==> src/rtl/cpu_types_pkg.sv <==
// cpu_types_pkg: shared datapath types and branch-predictor counter constants.
// Latency: n/a (types and constant functions only).
// Backpressure: n/a.
package cpu_types_pkg;

  typedef logic [31:0] word_t;

  // Counter midpoints. An entry predicts taken when its counter MSB is set,
  // so weak-taken is the smallest value with the MSB set and weak-not-taken
  // is the largest value without it.
  function automatic int ctr_weak_t(input int ctr_w);
    return 1 << (ctr_w - 1);
  endfunction

  function automatic int ctr_weak_nt(input int ctr_w);
    return (1 << (ctr_w - 1)) - 1;
  endfunction

endpackage

==> src/rtl/sat_counter.sv <==
// sat_counter: next value of an up/down counter that saturates at 0 and all-ones.
// Latency: combinational.
// Backpressure: none.
// Ports: ctr = current value, inc = 1 count up / 0 count down, ctr_nxt = result.
module sat_counter #(
  parameter int CTR_W = 2
) (
  input  logic [CTR_W-1:0] ctr,
  input  logic             inc,
  output logic [CTR_W-1:0] ctr_nxt
);

  localparam logic [CTR_W-1:0] ONE = CTR_W'(1);

  always_comb begin
    ctr_nxt = ctr;
    if (inc) begin
      if (ctr != '1) ctr_nxt = ctr + ONE;
    end else begin
      if (ctr != '0) ctr_nxt = ctr - ONE;
    end
  end

endmodule

==> src/rtl/branch_predictor.sv <==
// branch_predictor: direct-mapped BTB with bimodal counters beside the PC.
// Latency: lookup and mispredict are combinational; table writes visible next cycle.
// Backpressure: state changes only when upd_valid & upd_en (pipeline advancing).
// Ports: fetch_pc -> pred_taken/pred_target (fetch); upd_* from EX/MEM ->
//        mispredict/redirect_pc (hazard unit); stat_* saturating counters.
module branch_predictor
  import cpu_types_pkg::*;
#(
  parameter int ENTRIES = 16,
  parameter int CTR_W   = 2,
  parameter int MODE    = 1
) (
  input  logic  CLK,
  input  logic  nRST,
  input  word_t fetch_pc,
  output logic  pred_taken,
  output word_t pred_target,
  input  logic  upd_valid,
  input  logic  upd_en,
  input  word_t upd_pc,
  input  logic  upd_is_jump,
  input  logic  upd_taken,
  input  word_t upd_target,
  input  logic  upd_pred_taken,
  input  word_t upd_pred_target,
  output logic  mispredict,
  output word_t redirect_pc,
  output word_t stat_lookups,
  output word_t stat_misses
);

  localparam int IDX_W = $clog2(ENTRIES);
  localparam int TAG_W = 30 - IDX_W;

  localparam logic [CTR_W-1:0] CTR_WEAK_T  = CTR_W'(ctr_weak_t(CTR_W));
  localparam logic [CTR_W-1:0] CTR_WEAK_NT = CTR_W'(ctr_weak_nt(CTR_W));
  localparam logic [CTR_W-1:0] CTR_MAX     = '1;

  typedef struct packed {
    logic             valid;
    logic [TAG_W-1:0] tag;
    word_t            target;
    logic             is_jump;
    logic [CTR_W-1:0] ctr;
  } btb_entry_t;

  localparam btb_entry_t RST_ENT = '{
    valid: 1'b0, tag: '0, target: '0, is_jump: 1'b0, ctr: CTR_WEAK_NT
  };

  btb_entry_t tbl [0:ENTRIES-1];

  // ---------------- fetch lookup ----------------
  logic [IDX_W-1:0] f_idx;
  btb_entry_t       f_ent;
  logic             f_hit;

  assign f_idx = fetch_pc[IDX_W+1:2];
  assign f_ent = tbl[f_idx];
  assign f_hit = f_ent.valid && (f_ent.tag == fetch_pc[31:IDX_W+2]);

  // The MODE gate keeps static not-taken explicit even though the table
  // stays invalid in that mode anyway.
  assign pred_taken  = (MODE != 0) && f_hit && (f_ent.is_jump || f_ent.ctr[CTR_W-1]);
  assign pred_target = pred_taken ? f_ent.target : fetch_pc + 32'd4;

  // ---------------- resolve / mispredict ----------------
  assign mispredict  = upd_valid &&
                       ((upd_taken != upd_pred_taken) ||
                        (upd_taken && (upd_target != upd_pred_target)));
  assign redirect_pc = upd_taken ? upd_target : upd_pc + 32'd4;

  // ---------------- training ----------------
  logic [IDX_W-1:0] u_idx;
  logic [TAG_W-1:0] u_tag;
  btb_entry_t       u_ent;
  logic             u_hit;
  logic             upd_q;
  logic [CTR_W-1:0] ctr_nxt;
  logic             wr_en;
  btb_entry_t       wr_ent;

  assign u_idx = upd_pc[IDX_W+1:2];
  assign u_tag = upd_pc[31:IDX_W+2];
  assign u_ent = tbl[u_idx];
  assign u_hit = u_ent.valid && (u_ent.tag == u_tag);
  assign upd_q = upd_valid && upd_en;

  sat_counter #(.CTR_W(CTR_W)) u_sat_counter (
    .ctr     (u_ent.ctr),
    .inc     (upd_taken),
    .ctr_nxt (ctr_nxt)
  );

  always_comb begin
    wr_en  = 1'b0;
    wr_ent = u_ent;
    if ((MODE != 0) && upd_q) begin
      if (u_hit) begin
        wr_en          = 1'b1;
        if (upd_taken) wr_ent.target = upd_target;
        wr_ent.is_jump = upd_is_jump;
        wr_ent.ctr     = ctr_nxt;
      end else if (upd_taken) begin
        // Not-taken misses are not allocated: they would only evict a
        // useful entry to record the default prediction.
        wr_en          = 1'b1;
        wr_ent.valid   = 1'b1;
        wr_ent.tag     = u_tag;
        wr_ent.target  = upd_target;
        wr_ent.is_jump = upd_is_jump;
        wr_ent.ctr     = upd_is_jump ? CTR_MAX : CTR_WEAK_T;
      end
    end
  end

  always_ff @(posedge CLK or negedge nRST) begin
    if (!nRST) begin
      for (int i = 0; i < ENTRIES; i++) tbl[i] <= RST_ENT;
    end else if (wr_en) begin
      tbl[u_idx] <= wr_ent;
    end
  end

  // ---------------- statistics ----------------
  always_ff @(posedge CLK or negedge nRST) begin
    if (!nRST) begin
      stat_lookups <= '0;
      stat_misses  <= '0;
    end else begin
      if (upd_q && (stat_lookups != '1)) stat_lookups <= stat_lookups + 32'd1;
      if (upd_q && mispredict && (stat_misses != '1)) stat_misses <= stat_misses + 32'd1;
    end
  end

endmodule

==> config.mk <==
export PLATFORM = sky130hd
export DESIGN_NAME = branch_predictor
export DESIGN_NICKNAME = d
export VERILOG_FILES = /design/src/rtl/cpu_types_pkg.sv /design/src/rtl/sat_counter.sv /design/src/rtl/branch_predictor.sv
export SDC_FILE = /design/constraint.sdc
export NUM_CORES = 2
export LEC_CHECK = 0
export CORE_MARGIN = 2
export CORE_UTILIZATION = 47
export DETAILED_ROUTE_END_ITERATION = 8
export SYNTH_ARGS = -nofsm -noshare
export SYNTH_HDL_FRONTEND = slang
export SYNTH_SLANG_ARGS = --single-unit
export TNS_END_PERCENT = 50
==> constraint.sdc <==
create_clock -name CLK -period 9.8 [get_ports CLK]
set_input_delay 1.96 -clock CLK [delete_from_list [all_inputs] [get_ports CLK]]
set_output_delay 1.96 -clock CLK [all_outputs]
set_load 0.01 [all_outputs]
[Word-level counts from Yosys, hierarchy flattened]
Index checks and enable logic that the tools add are counted.
Storage, ports and cells
  bits in registers: 1056
  input bits: 135
  output and inout bits: 130
  word-level logic and storage cells: 136
Operators by class
  mux-type cells: 23
  reduce and logical (&&, ||, !) cells: 13
  bitwise operators: 2
  $lt $le $gt $ge: 3
  add/sub/neg operators: 6
  equality and inequality tests: 7
Operators by type and width (number)
  bitwise mux 992 bit: 1
  binary-select mux 62 bit (select 4 bit): 2
  two-way mux 62 bit: 7
  demux 62 bit (select 4 bit): 1
  two-way mux 32 bit: 3
  adder 32 x 1 -> 32 bit (second input constant): 2
  adder 32 x 3 -> 32 bit (second input constant): 2
  != test 32 bit (second input constant): 2
  equality test 26 bit: 2
  two-way mux 35 bit: 1
  != test 32 bit: 1
  two-way mux 27 bit: 1
  >= comparator 5 bit (second input constant): 2
  logical AND 1 bit: 10
  inverter 4 -> 5 bit: 2
  two-way mux 2 bit: 3
  < comparator 5 x 1 -> 1 bit (second input constant): 1
  two-way mux 1 bit: 4
  adder 2 x 1 -> 2 bit (second input constant): 1
  logical OR 1 bit: 2
  != test 2 bit (second input constant): 1
  nonzero test 2 bit: 1
  subtractor 2 x 1 -> 2 bit (second input constant): 1
  != test 1 bit: 1

[Logic depth before layout (Yosys ltp)]
  depth in word-level cells: 10
  depth in mapped cells: 15
  gate-level depth less buffers: 9

[Hierarchy]
A second synthesis with hierarchy kept.
Unflattened totals
  cells, all modules: 4384
  area total of the unflattened synthesis: 59751.1 um2
Modules (own cells, without submodules)
  branch_predictor: sequential area each 26445.4 um2, area each 59724.8 um2, cells each 4381, instances 1
  sat_counter: sequential area each 0.0 um2, area each 26.3 um2, cells each 3, instances 1

[Worst setup path after synthesis]
No wires, ideal clock.
  kind: input to output
  start: input fetch_pc[3]
  end: output pred_target[5]
  buffers on the path: 3
  cell stages on the path: 11
  data arrival time: 5.448 ns
  setup slack: 2.392 ns
  cell sequence: clkbuf_1 -> buf_1 -> clkbuf_1 -> mux4_2 -> mux4_2 -> xnor2_1 -> nand4_1 -> or4_1 -> nor4_2 -> o21ai_0 -> o21a_1
On the way
  word-level cells in the longest chain between the ends: 8
  elaborated cells on any way between the ends: 10
RTL lines
  from (decl): line branch_predictor.sv:15  | input word_t fetch_pc,
  inverter 4 -> 5 bit (implied by the code) (*): line branch_predictor.sv:59  | assign f_ent = tbl[f_idx];
  binary-select mux 62 bit (select 4 bit) (*): line branch_predictor.sv:59
  two-way mux 62 bit (implied by the code) (*) (2 in series): line branch_predictor.sv:59
  equality test 26 bit: line branch_predictor.sv:60  | assign f_hit = f_ent.valid && (f_ent.tag == fetch_pc[31:IDX_W+2]);
  logical AND 1 bit: line branch_predictor.sv:60
  logical AND 1 bit (*): line branch_predictor.sv:64  | assign pred_taken = (MODE != 0) && f_hit && (f_ent.is_jump || f_ent.ctr[CTR_W-1]);
  named net pred_taken: line branch_predictor.sv:16  | output logic pred_taken,
  two-way mux 32 bit (*): line branch_predictor.sv:65  | assign pred_target = pred_taken ? f_ent.target : fetch_pc + 32'd4;
  to (decl): line branch_predictor.sv:17  | output word_t pred_target,
Mark *: on every way through the listed nets, which the timed path passes. The rest lies on a longest branch. The select of a mux whose other input is x is not followed.

[Final worst setup path]
  start: input fetch_pc[3]
  end: output pred_target[5]
On the way
  word-level cells in the longest chain between the ends: 8
  elaborated cells on any way between the ends: 10
RTL lines (line)
  inverter 4 -> 5 bit (implied by the code): branch_predictor.sv:59
  binary-select mux 62 bit (select 4 bit): branch_predictor.sv:59
  two-way mux 62 bit (implied by the code) (2 in series): branch_predictor.sv:59
  equality test 26 bit: branch_predictor.sv:60
  logical AND 1 bit: branch_predictor.sv:60
  logical AND 1 bit: branch_predictor.sv:64
  two-way mux 32 bit (*): branch_predictor.sv:65
Mark *: on every way between the ends. The rest lies on a longest branch, timed or not. The select of a mux whose other input is x is not followed.

==> metrics.yaml <==
worst_setup_path:
  path_delay_family: "buffers and inverters"
  worstSetupEndpoint: "pred_target[5]"
  cp.required_ns: 7.84
  worst_path_max_delay_cell: "or4_4"
  critPathMaxFanout: 109
  startpoint_type: "primary input"
  crit_buf_inv: 3
  path_cells: "buf_8 > buf_4 > mux4_2 > mux4_2 > xnor2_1 > nand4_1 > or3_1 > or4_4 > a211oi_1 > o21a_1 > clkdlybuf4s50_1"
  timing.rr.end: "tbl[631]"
  critPathLaunch: "fetch_pc[3]"
  crit_arrival_ns: 6.89
  rr_worst_depth: 10
  cpPeakStageDelay_ns: 0.80
  worstSetupEndpointType: "output port"
  cp_common_cell: "mux4_2"
  worst-setup-path-type: "in2out"
  r2r-start: "tbl[358]"
  r2r_setup_slack_ns: 4.48
  cp.depth: 11
finish:
  fin_util: 0.542
  final.fill_count: 10199
  fin_nets: 4304
  multiInputGateArea_um2: 30700
  register_area_um2: 26400
  drive_above_1_share: 0.432
  syn_to_final_growth_pct: 14.1
global_route:
  gr-usage-met3: 0.0940
  grt_pass1_wl_um: 284000
  met2_usage: 0.452
  gr-total-overflow: 0
  antenna_found_initial: 8
  top_usage_layer: "met2"
  grtUsageMet1: 0.437
  grt_pass1_vias: 39300
  grt_usage: 0.307
  grt_max_degree: 149
cts:
  clkSinkCount: 1056
  post_cts_buffers: 0
  root_buffer: "clkbuf_16"
  htree_levels: 3
  cts_resized: 0
  cts_buffer_depth: 3
  cts_tree: "yes"
  numCtsBuffers: 116
  postCtsHoldBufs: 0
  clk_pin_slew_ns: 0.06
  clk_latency_ns: 0.72
placed_design:
  globalplace.congestion: 0.925
  post-dp-hpwl_um: 122000
  io_buffers: 264
timing:
  slew_viol_final: 0
  relSlewSlack: 0.160
  fin_setup_tns_ns: 0
  fmax_mhz: 113
  rsz0062_at_grt: "false"
  hold_viol: 0
  worst_pin_slew_ns: 1.26
  period_needed_ns: 8.85
  timing.final.crit_share: 0.903
  final-setup-viol-count: 0
  clock_skew_ns: 0.0257
yosys:
  async_flop_share: 1.00
  synth.area.top_cells: "dfrtp_1 44%, mux4_2 20%, mux2_2 18%, mux2_1 2.3%, mux2i_1 1.8%"
  ys_seq_area_frac: 0.449
  synth_most_common_cell: "dfrtp_1"
  yosys_warnings: 0
  synth_area_um2: 58800
  synth_edf_count: 0
  ys_ff_latch: 1056
  syn_nets: 4178
  synth_ff_type: "dfrtp_1"
  synth_common_cells: "1040 x dfrtp_1, 931 x mux2_2, 520 x mux4_2, 159 x clkbuf_1, 140 x nand2_1"
  synth_top_cell_by_area: "dfrtp_1"
  synth.top_cell.area_share: 0.442
  syn_inst: 4036
  synth_area_per_cell_um2: 14.6
  synth_cell_type_count: 76
job:
  cap_violations: 0
floorplanning:
  coreArea_um2: 124000
  die_area_um2: 128000
  initial_core_util: 0.475
  io_pins: 265
  row_count: 129
  die_x_um: 358
  die_h_um: 358
pwr:
  ir_worst_vdd_uv: 160
  switching_share: 0.262
  clkPwrFrac: 0.428
  p_int_w: 0.00836
  combPwrFrac: 0.141
  leakagePower_nw: 29.6
  p_per_area_nw_per_um2: 169
  switchingPower_w: 0.00296
  seq_power_share: 0.431
detailed_routing:
  wire_per_inst_um: 32.9
  via_per_inst: 6.53
  drc: 0
  drt_pre_antenna_iters: 6
  ant_nets: 0
  vias: 38522
  drt-initial-drc-count: 3801
  wl_um: 194000
hold_path:
  hold_depth: 1
  worstHoldPathType: "reg2reg"
outcome:
  status: "completed"
==> layout make-up <==
class / instances / area share
multi-input cells: 2606 / 0.457
flip-flops and latches: 1056 / 0.394
repair buffers: 360 / 0.0538
clock buffers: 165 / 0.0505
well taps: 1637 / 0.0305
clock inverters: 48 / 0.0127
inverters: 22 / 0.00130
diodes: 1 / 0.0000373
==> power by group through the flow <==
stage	logic, W	registers [W]	clock network [W]
after floorplan	0.000982	0.00488	0
after global placement	0.00157	0.00494	0
after detailed placement	0.00159	0.00495	0
after CTS	0.00159	0.00487	0.00493
after global routing	0.00170	0.00491	0.00511
final	0.00160	0.00488	0.00484
==> how the worst min path moves through the flow <==
stage	startpoint	end	slack (ns)
CTS	tbl[867]	tbl[867]	0.49
floorplan	tbl[185]	tbl[185]	0.45
global route	tbl[433]	tbl[433]	0.51
global placement	tbl[870]	tbl[870]	0.47
detailed placement	tbl[991]	tbl[991]	0.47
finish	tbl[991]	tbl[991]	0.49
==> sequential cells by signal, summed over array words and instances (netlist names) <==
register and flops:
stat_lookups 32, stat_misses 32, tbl 992
==> metal layers <==
layer	share of wire	wire length, um
met1	0.43	83100
met2	0.44	85800
met3	0.099	19200
met4	0.031	6090
met5	0.00021	41
==> cells in the final DEF, fill, tap and decap left out, types with 16 or more instances in the layout <==
master / n
dfrtp_1: 1040
mux2_2: 931
mux4_2: 520
clkdlybuf4s50_1: 254
nand2_1: 140
mux2_1: 120
xnor2_1: 119
clkbuf_16: 116
mux2i_1: 105
nor2_1: 88
buf_4: 79
xor2_1: 78
nand3_1: 61
a21oi_1: 48
o21ai_0: 47
nand4_1: 42
a22oi_1: 32
and3_1: 30
clkbuf_8: 30
nor3_1: 25
or2_2: 21
bufinv_16: 21
inv_1: 20
nor4_1: 19
clkbuf_1: 19
buf_12: 18
o22ai_1: 16
clkinv_2: 16
dfstp_2: 16
==> logic make-up (layout without fill, tap and decap cells) <==
family | after synthesis | count (layout) | share of synthesized area
other cells | 0 | 1 | 0
xor+xnor | 197 | 197 | 0.0293
buf+inv | 374 | 595 | 0.0302
flops | 1056 | 1056 | 0.449
fa+ha+maj | 8 | 8 | 0.00166
mux | 1696 | 1696 | 0.423
simple gates | 491 | 491 | 0.0423
compound gates | 214 | 214 | 0.0240
==> metrics by stage <==
| step | worst slack (ns) | cell area, um2 | hold WS (ns) | power (W) | cells |
|---|---|---|---|---|---|
| finish | 0.948 | 67100 | 0.488 | 0.0113 | 5895 |
| floorplan | 2.39 | 58800 | 0.450 | 0.00586 | 4036 |
| CTS | 1.03 | 67100 | 0.490 | 0.0114 | 5894 |
| detailed placement | 1.02 | 62900 | 0.474 | 0.00653 | 5681 |
| global placement | 1.10 | 62900 | 0.470 | 0.00651 | 5681 |
| global route | 0.743 | 67100 | 0.508 | 0.0117 | 5895 |
No activity file was read; power rests on OpenSTA's default activity.
